## src/rtl/ahb_lite_master.sv

```systemverilog
// Single-transfer AHB-Lite master: takes one command at a time and runs a NONSEQ
// transfer. Handles wait states, two-cycle ERROR responses and a data-phase timeout.
module ahb_lite_master #(
  parameter int unsigned TIMEOUT = 16,
  parameter logic [3:0]  PROT    = 4'b0011
) (
  input  logic        HMASTCLOCK,
  input  logic        HRESET,
  input  logic        cmd_valid,
  output logic        cmd_ready,
  input  logic        cmd_write,
  input  logic [31:0] cmd_addr,
  input  logic [31:0] cmd_wdata,
  input  logic [2:0]  cmd_size,
  output logic        rsp_valid,
  output logic [31:0] rsp_rdata,
  output logic        rsp_err,
  output logic        rsp_timeout,
  output logic [31:0] HADDR,
  output logic [31:0] HWDATA,
  output logic        HWRITE,
  output logic [2:0]  HSIZE,
  output logic [2:0]  HBURST,
  output logic [3:0]  HPROT,
  output logic [1:0]  HTRANS,
  input  logic        HREADY,
  input  logic        HRESP,
  input  logic [31:0] HRDATA
);

  typedef enum logic [1:0] {StIdle, StAddr, StData, StErr2} state_e;

  localparam logic [7:0] TimeoutCnt = 8'(TIMEOUT);

  state_e      state_q, state_d;
  logic [7:0]  cnt_q, cnt_d, cnt_inc;
  logic [31:0] wdata_q, wdata_d;
  logic        ready_d, valid_d, err_d, tmo_d, hwrite_d;
  logic [31:0] rdata_d, haddr_d, hwdata_d;
  logic [2:0]  hsize_d;
  logic [1:0]  htrans_d;

  assign HBURST  = 3'b000;
  assign HPROT   = PROT;
  assign cnt_inc = (cnt_q == 8'hff) ? cnt_q : cnt_q + 8'd1;

  always_comb begin
    state_d  = state_q;
    cnt_d    = cnt_q;
    wdata_d  = wdata_q;
    ready_d  = 1'b0;
    valid_d  = 1'b0;
    rdata_d  = rsp_rdata;
    err_d    = rsp_err;
    tmo_d    = rsp_timeout;
    htrans_d = 2'b00;
    haddr_d  = HADDR;
    hwrite_d = HWRITE;
    hsize_d  = HSIZE;
    hwdata_d = HWDATA;
    unique case (state_q)
      StIdle: begin
        // cmd_ready is held low for the response cycle, so this also blocks re-accept there
        ready_d = 1'b1;
        if (cmd_valid && cmd_ready) begin
          state_d  = StAddr;
          ready_d  = 1'b0;
          htrans_d = 2'b10;
          haddr_d  = cmd_addr;
          hwrite_d = cmd_write;
          hsize_d  = cmd_size;
          wdata_d  = cmd_wdata;
        end
      end
      StAddr: begin
        if (HREADY) begin
          state_d  = StData;
          cnt_d    = 8'd0;
          hwdata_d = HWRITE ? wdata_q : 32'h0;
        end else begin
          htrans_d = 2'b10;
        end
      end
      StData, StErr2: begin
        if (HREADY) begin
          state_d = StIdle;
          valid_d = 1'b1;
          tmo_d   = 1'b0;
          if (state_q == StErr2 || HRESP) begin
            err_d   = 1'b1;
            rdata_d = 32'h0;
          end else begin
            err_d   = 1'b0;
            rdata_d = HWRITE ? 32'h0 : HRDATA;
          end
        end else begin
          cnt_d = cnt_inc;
          if (cnt_inc == TimeoutCnt) begin
            state_d = StIdle;
            valid_d = 1'b1;
            tmo_d   = 1'b1;
            err_d   = 1'b0;
            rdata_d = 32'h0;
          end else if (state_q == StData && HRESP) begin
            state_d = StErr2;
          end
        end
      end
      default: state_d = StIdle;
    endcase
  end

  always_ff @(posedge HMASTCLOCK or posedge HRESET) begin
    if (HRESET) begin
      state_q     <= StIdle;
      cnt_q       <= 8'd0;
      wdata_q     <= 32'h0;
      cmd_ready   <= 1'b1;
      rsp_valid   <= 1'b0;
      rsp_rdata   <= 32'h0;
      rsp_err     <= 1'b0;
      rsp_timeout <= 1'b0;
      HTRANS      <= 2'b00;
      HADDR       <= 32'h0;
      HWRITE      <= 1'b0;
      HSIZE       <= 3'b000;
      HWDATA      <= 32'h0;
    end else begin
      state_q     <= state_d;
      cnt_q       <= cnt_d;
      wdata_q     <= wdata_d;
      cmd_ready   <= ready_d;
      rsp_valid   <= valid_d;
      rsp_rdata   <= rdata_d;
      rsp_err     <= err_d;
      rsp_timeout <= tmo_d;
      HTRANS      <= htrans_d;
      HADDR       <= haddr_d;
      HWRITE      <= hwrite_d;
      HSIZE       <= hsize_d;
      HWDATA      <= hwdata_d;
    end
  end

endmodule

```

## config.mk

```make
export PLATFORM = sky130hd
export DESIGN_NAME = ahb_lite_master
export DESIGN_NICKNAME = d
export VERILOG_FILES = /design/src/rtl/ahb_lite_master.sv
export SDC_FILE = /design/constraint.sdc
export NUM_CORES = 1
export LEC_CHECK = 0
export ABC_AREA = 1
export BUFFER_PORTS_ARGS = -buffer_cell sky130_fd_sc_hd__clkbuf_2
export CAP_MARGIN = 20
export CORE_AREA = 2 2 136 138
export CTS_BUF_LIST = sky130_fd_sc_hd__clkbuf_4
export DETAILED_ROUTE_END_ITERATION = 16
export DIE_AREA = 0 0 138 140
export PLACE_DENSITY = 0.58
export SLEW_MARGIN = 25
export SYNTH_ARGS = -nofsm -noshare
export SYNTH_HDL_FRONTEND = slang
export SYNTH_SLANG_ARGS = --single-unit
```

## constraint.sdc

```tcl
create_clock -name HMASTCLOCK -period 6.5 [get_ports HMASTCLOCK]
set_input_delay 0.65 -clock HMASTCLOCK [delete_from_list [all_inputs] [get_ports HMASTCLOCK]]
set_output_delay 0.65 -clock HMASTCLOCK [all_outputs]
set_load 0.01 [all_outputs]
```

# Yosys cells after proc, flatten, opt, wreduce, memory -nomap -nowiden
# Cells that the tools add are included.
# word_totals
register_bits	148
input_bits	105
out_inout_bits	113
word_cells	63
# op_classes
add_sub_neg	1
n_eq_ne	9
muxes	28
n_reduce_logical	12
# ops
cell	n
32-bit two-way mux	5
8-bit two-way mux	3
8-bit one-hot mux with 2 select lines	1
2-bit two-way mux	7
1-bit two-way mux	10
8-bit by 1-bit adder with 8-bit output (second input constant)	1
8-bit by 5-bit equality test with 1-bit output (second input constant)	1
8-bit equality test (second input constant)	1
2-bit != test (second input constant)	3
2-bit one-hot mux with 3 select lines	1
2-bit AND reduction	3
3-bit AND reduction	2
2-bit equality test (second input constant)	2
4-bit != test (second input constant)	1
2-bit one-hot mux with 2 select lines	1
2-bit nonzero test	2
2-bit by 1-bit equality test with 1-bit output (second input constant)	1
1-bit logical AND	2
2-bit logical NOT	1
2-bit OR reduction	1
1-bit logical OR	1

# Longest topological paths before layout
# Gate-level depths: netlist (run 1).
# depth
depth_word	6
mapped_depth	14
mapped_depth_nobuf	14

# Worst setup path after synthesis (run 1)
# OpenSTA, ideal clock, no wires.
# synth_timing
path_kind	register to register
startpoint	reg cnt_q[0]
endpoint	reg rsp_rdata[0]
setup_ns	0.066
arrival_time_ns	1.755
required_ns	6.434
path_slack_ns	4.679
path_stages_with_launch	14
n_path_buf	1
synth_period_minus_slack_ns	1.821
path_cell_list	dfrtp_1 > ha_1 > nand2_2 > nor2_1 > nand3_1 > nand2_1 > nor2_2 > nand2_1 > nor2_2 > nand3_4 > nand2_4 > buf_6 > nand3_1 > nand2_1
# synth_between
elab_chain_cells	5
# synth_rtl
element	line_no	rtl
start: declaration	36	logic [7:0] cnt_q, cnt_d, cnt_inc;
start signal: assignment	130	cnt_q <= cnt_d;
8-bit by 1-bit adder with 8-bit output / 8-bit equality test (equally long branches)	45	assign cnt_inc = (cnt_q == 8'hff) ? cnt_q : cnt_q + 8'd1;
8-bit two-way mux *	45	
8-bit by 5-bit equality test with 1-bit output *	98	if (cnt_inc == TimeoutCnt) begin
2-bit nonzero test (no source line) *	--	
2-bit AND reduction (no source line) *	--	
end signal: assignment	134	rsp_rdata <= rdata_d;
end: declaration	16	output logic [31:0] rsp_rdata,
# Mark *: on every way between the ends. The rest lies on a longest branch, timed or not.
# A chain may end at the register's enable or synchronous reset.

# Worst setup path in the final report (run 1)
# layout_timing
startpoint	reg cnt_q[0]
endpoint	reg rsp_rdata[7]
# The elaborated chain is that of the path after synthesis.

==> impl_metrics.env, run 1 <==
export IMPL_status="finished clean"
export IMPL_critPathRequiredTime_ns=6.99
export IMPL_grt_setup_unrepaired="no"
export IMPL_finalMaxSlewViolations=0
export IMPL_cts_htree_levels=4
export IMPL_synthFlopType="dfrtp_1"
export IMPL_dieWidth_um=138
export IMPL_min_path_type="input pin to async pin"
export IMPL_drt_first_pass_iters=5
export IMPL_gp_congestion=0.8217
export IMPL_regToRegSetupSlack_ns=3.93
export IMPL_portBuffers=209
export IMPL_clkPwrFrac_pct=16.8
export IMPL_clk_pin_slew_ns=0.13
export IMPL_cts_setup_buffers=0
export IMPL_met3_usage_pct=5.675
export IMPL_synth_seq_cells=147
export IMPL_switching_share_pct=38.26
export IMPL_synth_area_top_cells="dfrtp_1 (59%), mux2_2 (12%), nand3_1 (8.8%)"
export IMPL_yosys_warnings=0
export IMPL_startpoint="cnt_q[0]"
export IMPL_postSynth_asyncResetShare_pct=100.0
export IMPL_post_route_period_util_pct=39.48
export IMPL_cts_resized=0
export IMPL_power_density_mw_per_mm2=425.5
export IMPL_grt_remaining_overflow=0
export IMPL_clock_skew_ns=0.01735
export IMPL_finalHoldViolations=0
export IMPL_drt_iter0_markers=233
export IMPL_layout_common_cells="clkbuf_2 (209), dfrtp_1 (146), nand3_1 (109)"
export IMPL_busiest_layer="met2"
export IMPL_period_minus_slack_ns=2.566
export IMPL_r2r_end="rsp_rdata[7]"
export IMPL_n_antenna_cell=0
export IMPL_setup_viol=0
export IMPL_leakage_nw=4.125
export IMPL_worstMarginPinSlew_ns=0.9566
export IMPL_critical_path_class="register to register"
export IMPL_layout_drive_gt1_share_pct=42.21
export IMPL_numCtsBuffers=17
export IMPL_seq_area_frac_synth_pct=59.51
export IMPL_dp_hpwl_um=10190
export IMPL_synth_cell_types=32
export IMPL_cp_max_fo=36
export IMPL_power_switching_mw=1.244
export IMPL_worstPathArrival_ns=3.05
export IMPL_core_mm2=0.01778
export IMPL_ant_nets=0
export IMPL_ir_drop_mv=0.1946
export IMPL_grt_met1_usage_pct=21.91
export IMPL_cts_tree="yes"
export IMPL_antenna_found_initial=0
export IMPL_grt_use_total_pct=16.00
export IMPL_routedWlPerCell_um=14.72
export IMPL_finalCoreUtilization_pct=42.98
export IMPL_grt_pass1_vias=4852
export IMPL_dieArea_mm2=0.01932
export IMPL_worstReg2RegStart="cnt_q[0]"
export IMPL_initial_utilization_pct=34.78
export IMPL_yosysTopAreaCell="dfrtp_1"
export IMPL_finalSetupTns_ns=0
export IMPL_seq_power_share_pct=46.3
export IMPL_root_buffer="clkbuf_4"
export IMPL_cts_sinks=147
export IMPL_synth_edf_count=0
export IMPL_synth_area_mm2=0.006183
export IMPL_wl_um=14990
export IMPL_clock_latency_ns=0.55
export IMPL_synth_top_area_share_pct=59.09
export IMPL_reg2regPathDepth=12
export IMPL_fp_dieH_um=140
export IMPL_cap_violations=0
export IMPL_viasPerCell=4.773
export IMPL_area_growth_pct=23.57
export IMPL_clock_fmax_mhz=389.7
export IMPL_syn_inst=579
export IMPL_grt_start_max_net_pins=78
export IMPL_syn_area_per_cell_um2=10.68
export IMPL_fin_nets=882
export IMPL_clockBufferDepth=2
export IMPL_slew_headroom_pct=36.23
export IMPL_cp_start_kind="register"
export IMPL_grt_pass1_wl_um=25180
export IMPL_postCtsHoldBufs=0
export IMPL_endpoint="rsp_rdata[7]"
export IMPL_placementRows=49
export IMPL_drc=0
export IMPL_vias=4859
export IMPL_power_frac_comb_pct=36.9
export IMPL_io_pins=218
export IMPL_grtUsageMet2_pct=24.13
export IMPL_end_kind="register"
export IMPL_internal_power_mw=2.007
export IMPL_final_common_cell="clkbuf_2"
[worst min path at each step]
stage                      end   startpoint  slack (ns)  cells after the start
floorplan           HWDATA[17]  wdata_q[17]        0.46                      2
global placement    HWDATA[27]  wdata_q[27]        0.47                      2
detailed placement  HWDATA[14]  wdata_q[14]        0.48                      2
CTS                   HADDR[6]       HRESET        0.14                      2
global route          HADDR[7]       HRESET        0.18                      2
finish                HADDR[6]       HRESET        0.17                      2
[per-stage QoR]
step	area (um2)	instances	worst slack (ns)	hold WS, ns	power (mW)
detailed placement	7375	986	3.939	0.4806	2.743
global route	7641	1018	3.624	0.1753	3.507
finish	7641	1018	3.934	0.1669	3.251
global placement	7375	986	3.995	0.4744	2.724
floorplan	6206	585	1.900	0.4632	2.271
CTS	7637	1018	3.929	0.1415	3.301
[worst max-delay path, stage by stage (launching register included)]
cell and delay [ns]:
dfrtp_1 0.45, ha_1 0.28, nand2_2 0.12, nor2_1 0.07, nand3_1 0.11, nand2_1 0.08
nor2_2 0.13, nand2_1 0.08, nor2_2 0.15, nand3_4 0.37, nand2_4 0.45, nand3_1 0.13
nand2_1 0.08
[cell type report]
type	count	area, um2
sequential	147	3680
tap	229	286.5
clock buffer	18	135.1
fill	1752	10140
timing repair buffer	214	1087
clock inverter	14	127.6
multi-input combinational	370	2222
inverter	26	102.6
[cell usage after synthesis, types with 5 or more instances]
| master | count |
|---|---|
| nand3_1 | 109 |
| buf_4 | 9 |
| o22ai_1 | 5 |
| inv_1 | 25 |
| nand2_1 | 105 |
| buf_1 | 10 |
| dfrtp_1 | 146 |
| clkbuf_1 | 14 |
| nor2_1 | 11 |
| mux2_2 | 68 |
| buf_2 | 5 |
| a21oi_1 | 5 |
| o21ai_0 | 36 |
[sequential cells by signal (all words and copies together) (netlist names), 2 cells and up]
signal and count:
HADDR 32, HWDATA 32, rsp_rdata 32, wdata_q 32, cnt_q 8, HSIZE 3, state_q 2
[per-layer routing]
layer,wire length (um),vias up
met5,0,-
li1,-,2325
met1,6805,2331
met2,6860,190
met3,1188,13
met4,136,0
[logic make-up (layout without fill, tap and decap cells)]
group / after synthesis / in the layout / share of synthesized area [%]
DFF: 147 / 147 / 59.51
muxes: 68 / 68 / 12.38
other: 2 / 8 / 0.1215
AOI/OAI and AO/OA: 49 / 49 / 4.148
and+or+nand+nor: 243 / 243 / 18.33
adders and majority gates: 1 / 1 / 0.2023
buffers and inverters: 68 / 272 / 5.160
xor gates and xnor gates: 1 / 1 / 0.1417
[power by group through the flow]
stage / clock [mW] / sequential, mW / combinational [mW]
6_report: 0.546 / 1.51 / 1.20
5_1_grt: 0.612 / 1.56 / 1.34
4_1_cts: 0.573 / 1.51 / 1.22
3_5_place_dp: 0 / 1.52 / 1.22
3_3_place_gp: 0 / 1.51 / 1.21
2_1_floorplan: 0 / 1.60 / 0.672
Power figures use the tool's default switching activity.
==> inputs of run 2 (changes only) <==
==> constraint.sdc (replaced) <==
create_clock -name HMASTCLOCK -period 2.41 [get_ports HMASTCLOCK]
set_input_delay 0.241 -clock HMASTCLOCK [delete_from_list [all_inputs] [get_ports HMASTCLOCK]]
set_output_delay 0.241 -clock HMASTCLOCK [all_outputs]
set_load 0.01 [all_outputs]
==> impl_metrics.env, run 2 (synthesis results as in run 1) <==
export IMPL_status="finished clean"
export IMPL_portBuffers=209
export IMPL_fin_nets=996
export IMPL_root_buffer="clkbuf_4"
export IMPL_antenna_found_initial=0
export IMPL_cap_violations=0
export IMPL_cp_max_fo=33
export IMPL_initial_utilization_pct=34.78
export IMPL_power_switching_mw=3.401
export IMPL_cts_setup_buffers=0
export IMPL_min_path_type="input pin to async pin"
export IMPL_fp_dieH_um=140
export IMPL_cp_start_kind="register"
export IMPL_clock_latency_ns=0.54
export IMPL_core_mm2=0.01778
export IMPL_clk_pin_slew_ns=0.13
export IMPL_internal_power_mw=5.876
export IMPL_grt_pass1_wl_um=27280
export IMPL_ant_nets=0
export IMPL_final_common_cell="clkbuf_2"
export IMPL_power_frac_comb_pct=37.1
export IMPL_end_kind="register"
export IMPL_cts_sinks=147
export IMPL_clock_fmax_mhz=469.6
export IMPL_worstPathArrival_ns=2.61
export IMPL_vias=5220
export IMPL_wl_um=16090
export IMPL_n_antenna_cell=0
export IMPL_grt_use_total_pct=17.29
export IMPL_clock_skew_ns=0.01274
export IMPL_cp_cell_sequence="ha_1 > nand2_2 > nor2_1 > nand2_1 > nand2_1 > nand3_1 > nor3_4 > nand3_4 > nand2_4 > nand3_1 > nand2_1"
export IMPL_layout_common_cells="clkbuf_2 (209), dfrtp_1 (146), nand3_1 (109)"
export IMPL_finalPower_mw=9.277
export IMPL_power_density_mw_per_mm2=1049
export IMPL_critical_path_class="register to register"
export IMPL_drt_first_pass_iters=5
export IMPL_cpPeakStageDelay_ns=0.45
export IMPL_grt_setup_unrepaired="no"
export IMPL_dieWidth_um=138
export IMPL_numCtsBuffers=17
export IMPL_cts_tree="yes"
export IMPL_crit_family="simple AND/OR/NAND/NOR gates"
export IMPL_clockBufferDepth=2
export IMPL_seq_power_share_pct=43.6
export IMPL_grt_start_max_net_pins=81
export IMPL_switching_share_pct=36.66
export IMPL_viasPerCell=4.611
export IMPL_leakage_nw=4.649
export IMPL_drt_iter0_markers=212
export IMPL_grt_pass1_vias=5414
export IMPL_post_route_period_util_pct=88.35
export IMPL_finalMaxSlewViolations=0
export IMPL_period_minus_slack_ns=2.129
export IMPL_io_pins=218
export IMPL_dp_cells=996
export IMPL_area_growth_pct=43.02
export IMPL_finalSetupTns_ns=0
export IMPL_routedWlPerCell_um=14.21
export IMPL_crit_path_frequent_cell="nand2_1"
export IMPL_critPathRequiredTime_ns=2.89
export IMPL_stdcell_area_mm2=0.008843
export IMPL_setup_viol=0
export IMPL_grt_remaining_overflow=0
export IMPL_gp_congestion=0.8795
export IMPL_whs_ns=0.3609
export IMPL_cp_buffers_inverters=0
export IMPL_nFillCells=1623
export IMPL_placementRows=49
export IMPL_finalHoldViolations=0
export IMPL_critPathSlowestCell="dfrtp_1"
export IMPL_layout_drive_gt1_share_pct=37.87
export IMPL_clkPwrFrac_pct=19.3
export IMPL_drc=0
export IMPL_fin_cells=1132
export IMPL_dieArea_mm2=0.01932
export IMPL_ir_drop_mv=0.5663
export IMPL_dp_hpwl_um=10550
export IMPL_place_area_mm2=0.007473
export IMPL_cts_htree_levels=4
run 2: path summary, 6_finish.rpt:
check	endpoint	startpoint	cells after the start	slack [ns]
min in group HMASTCLOCK	HADDR[3]	cmd_addr[3]	3	0.45
worst min register to register	HWDATA[28]	wdata_q[28]	2	0.50
max in group asynchronous	rsp_rdata[18]	HRESET	4	1.64
worst max-delay path	rsp_rdata[0]	cnt_q[0]	11	0.28
worst min-delay path	wdata_q[5]	HRESET	4	0.36
worst max register to register	rsp_rdata[0]	cnt_q[0]	11	0.28
run 2: stage by stage:
step / utilization (%) / setup slack, ns
final: 49.74 / 0.2808
after detailed placement: 42.03 / 0.3121
after global placement: 42.03 / 0.3507
after CTS: 49.74 / 0.2988
after global routing: 49.74 / 0.03105
after floorplan: - / 0.3228
run 2: power by group through the flow:
stage                     sequential [mW]  clock (mW)  combinational, mW
after floorplan                      4.31           0               1.81
after global placement               4.08           0               3.32
after detailed placement             4.09           0               3.36
after CTS                            4.05        1.86               3.49
after global routing                 4.19        1.96               3.84
final                                4.05        1.79               3.44
run 2: cell type report:
cell class	count	area (um2)	area share (%)
inverters	26	101.3	1.146
repair buffers	328	2225	25.16
multi-input cells	370	2222	25.13
clock buffers	17	127.6	1.443
flip-flops and latches	147	3680	41.61
clock inverters	15	201.4	2.278
well taps	229	286.5	3.240
run 2: repair_timing:
item	in CTS	in global routing
hold buffers	104	0
gates resized for setup	0	0
endpoints found under the setup margin	0	0
hold endpoints to repair	249	0
run 2: worst min-delay path, stage by stage:
cell	delay (ns)
dlygate4sd3_1	0.54
clkbuf_2	0.12
clkinvlp_4	0.09
buf_12	0.35
run 2: layer usage:
layer | global-route usage [%] | vias to the layer above | wire (um) | part of all wire (%)
li1 | - | 2552 | - | -
met1 | 23.16 | 2474 | 7199 | 45
met2 | 26.68 | 173 | 7558 | 47
met3 | 5.607 | 21 | 1093 | 6.8
met4 | 5.747 | 0 | 237 | 1.5
met5 | 0 | - | 0 | 0
==> inputs of run 3 (changes only) <==
==> constraint.sdc (replaced) <==
create_clock -name HMASTCLOCK -period 2.41 [get_ports HMASTCLOCK]
set_input_delay 0.241 -clock HMASTCLOCK [delete_from_list [all_inputs] [get_ports HMASTCLOCK]]
set_output_delay 0.241 -clock HMASTCLOCK [all_outputs]
set_load 0.1 [all_outputs]
==> impl_metrics.env, run 3 (synthesis results as in run 1) <==
export IMPL_fin_nets=996
export IMPL_initial_utilization_pct=34.78
export IMPL_fp_dieH_um=140
export IMPL_grt_remaining_overflow=0
export IMPL_dieWidth_um=138
export IMPL_min_path_type="input pin to register"
export IMPL_worstMarginPinSlew_ns=0.5668
export IMPL_clk_pin_slew_ns=0.14
export IMPL_dp_hpwl_um=10670
export IMPL_critPathSlowestCell="dfrtp_1"
export IMPL_post_route_period_util_pct=86.24
export IMPL_period_minus_slack_ns=2.078
export IMPL_critical_path_class="register to register"
export IMPL_io_pins=218
export IMPL_nFillCells=1638
export IMPL_antenna_found_initial=0
export IMPL_cts_sinks=147
export IMPL_root_buffer="clkbuf_4"
export IMPL_met1_length_um=7168
export IMPL_dp_cells=998
export IMPL_grt_start_max_net_pins=67
export IMPL_area_growth_pct=42.57
export IMPL_finalMaxSlewViolations=0
export IMPL_drt_first_pass_iters=4
export IMPL_clockBufferDepth=2
export IMPL_wl_met3_um=1029
export IMPL_cts_tree="yes"
export IMPL_grt_setup_unrepaired="no"
export IMPL_portBuffers=209
export IMPL_worstPathArrival_ns=2.49
export IMPL_setup_viol=0
export IMPL_clock_skew_ns=0.02576
export IMPL_worstHoldPathCells=4
export IMPL_end_kind="register"
export IMPL_regToRegSetupSlack_ns=0.33
export IMPL_top_layer="met4"
export IMPL_cp_depth=11
export IMPL_fin_cells=1132
export IMPL_cp_start_kind="register"
export IMPL_cp_max_fo=19
export IMPL_drt_iter0_markers=270
export IMPL_dieArea_mm2=0.01932
export IMPL_layout_drive_gt1_share_pct=38.21
export IMPL_grt_pass1_wl_um=27310
export IMPL_finalSetupTns_ns=0
export IMPL_grt_use_total_pct=17.25
export IMPL_ant_nets=0
export IMPL_cts_htree_levels=4
export IMPL_core_mm2=0.01778
export IMPL_clock_latency_ns=0.54
export IMPL_layout_common_cells="clkbuf_2 (209), dfrtp_1 (146), nand3_1 (109)"
export IMPL_cp_buffers_inverters=1
export IMPL_viasPerCell=4.675
export IMPL_status="finished clean"
export IMPL_gp_congestion=0.8613
export IMPL_critPathRequiredTime_ns=2.82
export IMPL_reg2regPathDepth=11
export IMPL_dr_wl_met2_um=7777
export IMPL_drc=0
export IMPL_routedWlPerCell_um=14.23
export IMPL_wl_um=16110
export IMPL_whs_ns=0.07382
export IMPL_grt_pass1_vias=5382
export IMPL_cpPeakStageDelay_ns=0.46
export IMPL_n_antenna_cell=0
export IMPL_slew_headroom_pct=62.37
export IMPL_cap_violations=0
export IMPL_final_common_cell="clkbuf_2"
export IMPL_clock_fmax_mhz=481.2
export IMPL_crit_path_frequent_cell="nand2_1"
export IMPL_placementRows=49
export IMPL_cp_cell_sequence="ha_1 > nand2_2 > nor2_1 > nand2_1 > nand2_1 > nand3_1 > nor3_4 > nand3_4 > buf_4 > nand2_1 > o21ai_0"
export IMPL_vias=5292
export IMPL_numCtsBuffers=17
export IMPL_crit_family="simple AND/OR/NAND/NOR gates"
export IMPL_finalHoldViolations=0
-- run 3: worst paths after layout --
check | from | end
setup / recovery | cnt_q[0] | state_q[1]
hold / removal | HREADY | HTRANS[1]
setup reg to reg | cnt_q[0] | state_q[1]
hold reg to reg | wdata_q[3] | HWDATA[3]
max in group asynchronous | HRESET | HWDATA[2]
min in group asynchronous | HRESET | cnt_q[0]
-- run 3: routing by layer --
layer  vias to the layer above  GRT usage (%)
li1                       2553              -
met3                        10          5.436
met1                      2565          23.29
met5                         -              0
met4                         0          5.048
met2                       164          26.84
-- run 3: worst reg2reg max path: stages (launching register included) --
cell     delay [ns]
dfrtp_1        0.46
ha_1           0.27
nand2_2        0.10
nor2_1         0.17
nand2_1        0.07
nand2_1        0.07
nand3_1        0.13
nor3_4         0.19
nand3_4        0.13
buf_4          0.23
nand2_1        0.07
o21ai_0        0.07
-- run 3: cell type report --
type                       count  area (um2)  area share, %
tap                          229       286.5          3.250
clock buffer                  17       127.6          1.448
timing repair buffer         328        2245          25.46
sequential                   147        3680          41.74
clock inverter                15       145.1          1.646
inverter                      26       101.3          1.150
multi-input combinational    370        2231          25.31
-- run 3: timing repair --
action | in CTS | in global routing
setup endpoints to repair | 0 | 11
endpoints found under the hold margin | 120 | 0
hold buffers | 102 | 0
setup buffers | 0 | 0
resized for setup | 0 | 1
-- run 3: metrics by stage --
stage | utilization, % | setup slack, ns | cell area (um2)
after floorplan | - | 0.3228 | 6210
after global placement | 42.26 | 0.3542 | 7513
after detailed placement | 42.26 | 0.2839 | 7513
after CTS | 49.54 | 0.2662 | 8807
after global routing | 49.58 | 0.07402 | 8816
final | 49.58 | 0.3317 | 8816
Power of run 3 is not shown: default switching activity piles up to over one toggle a cycle in this logic, so the estimate is an artifact.
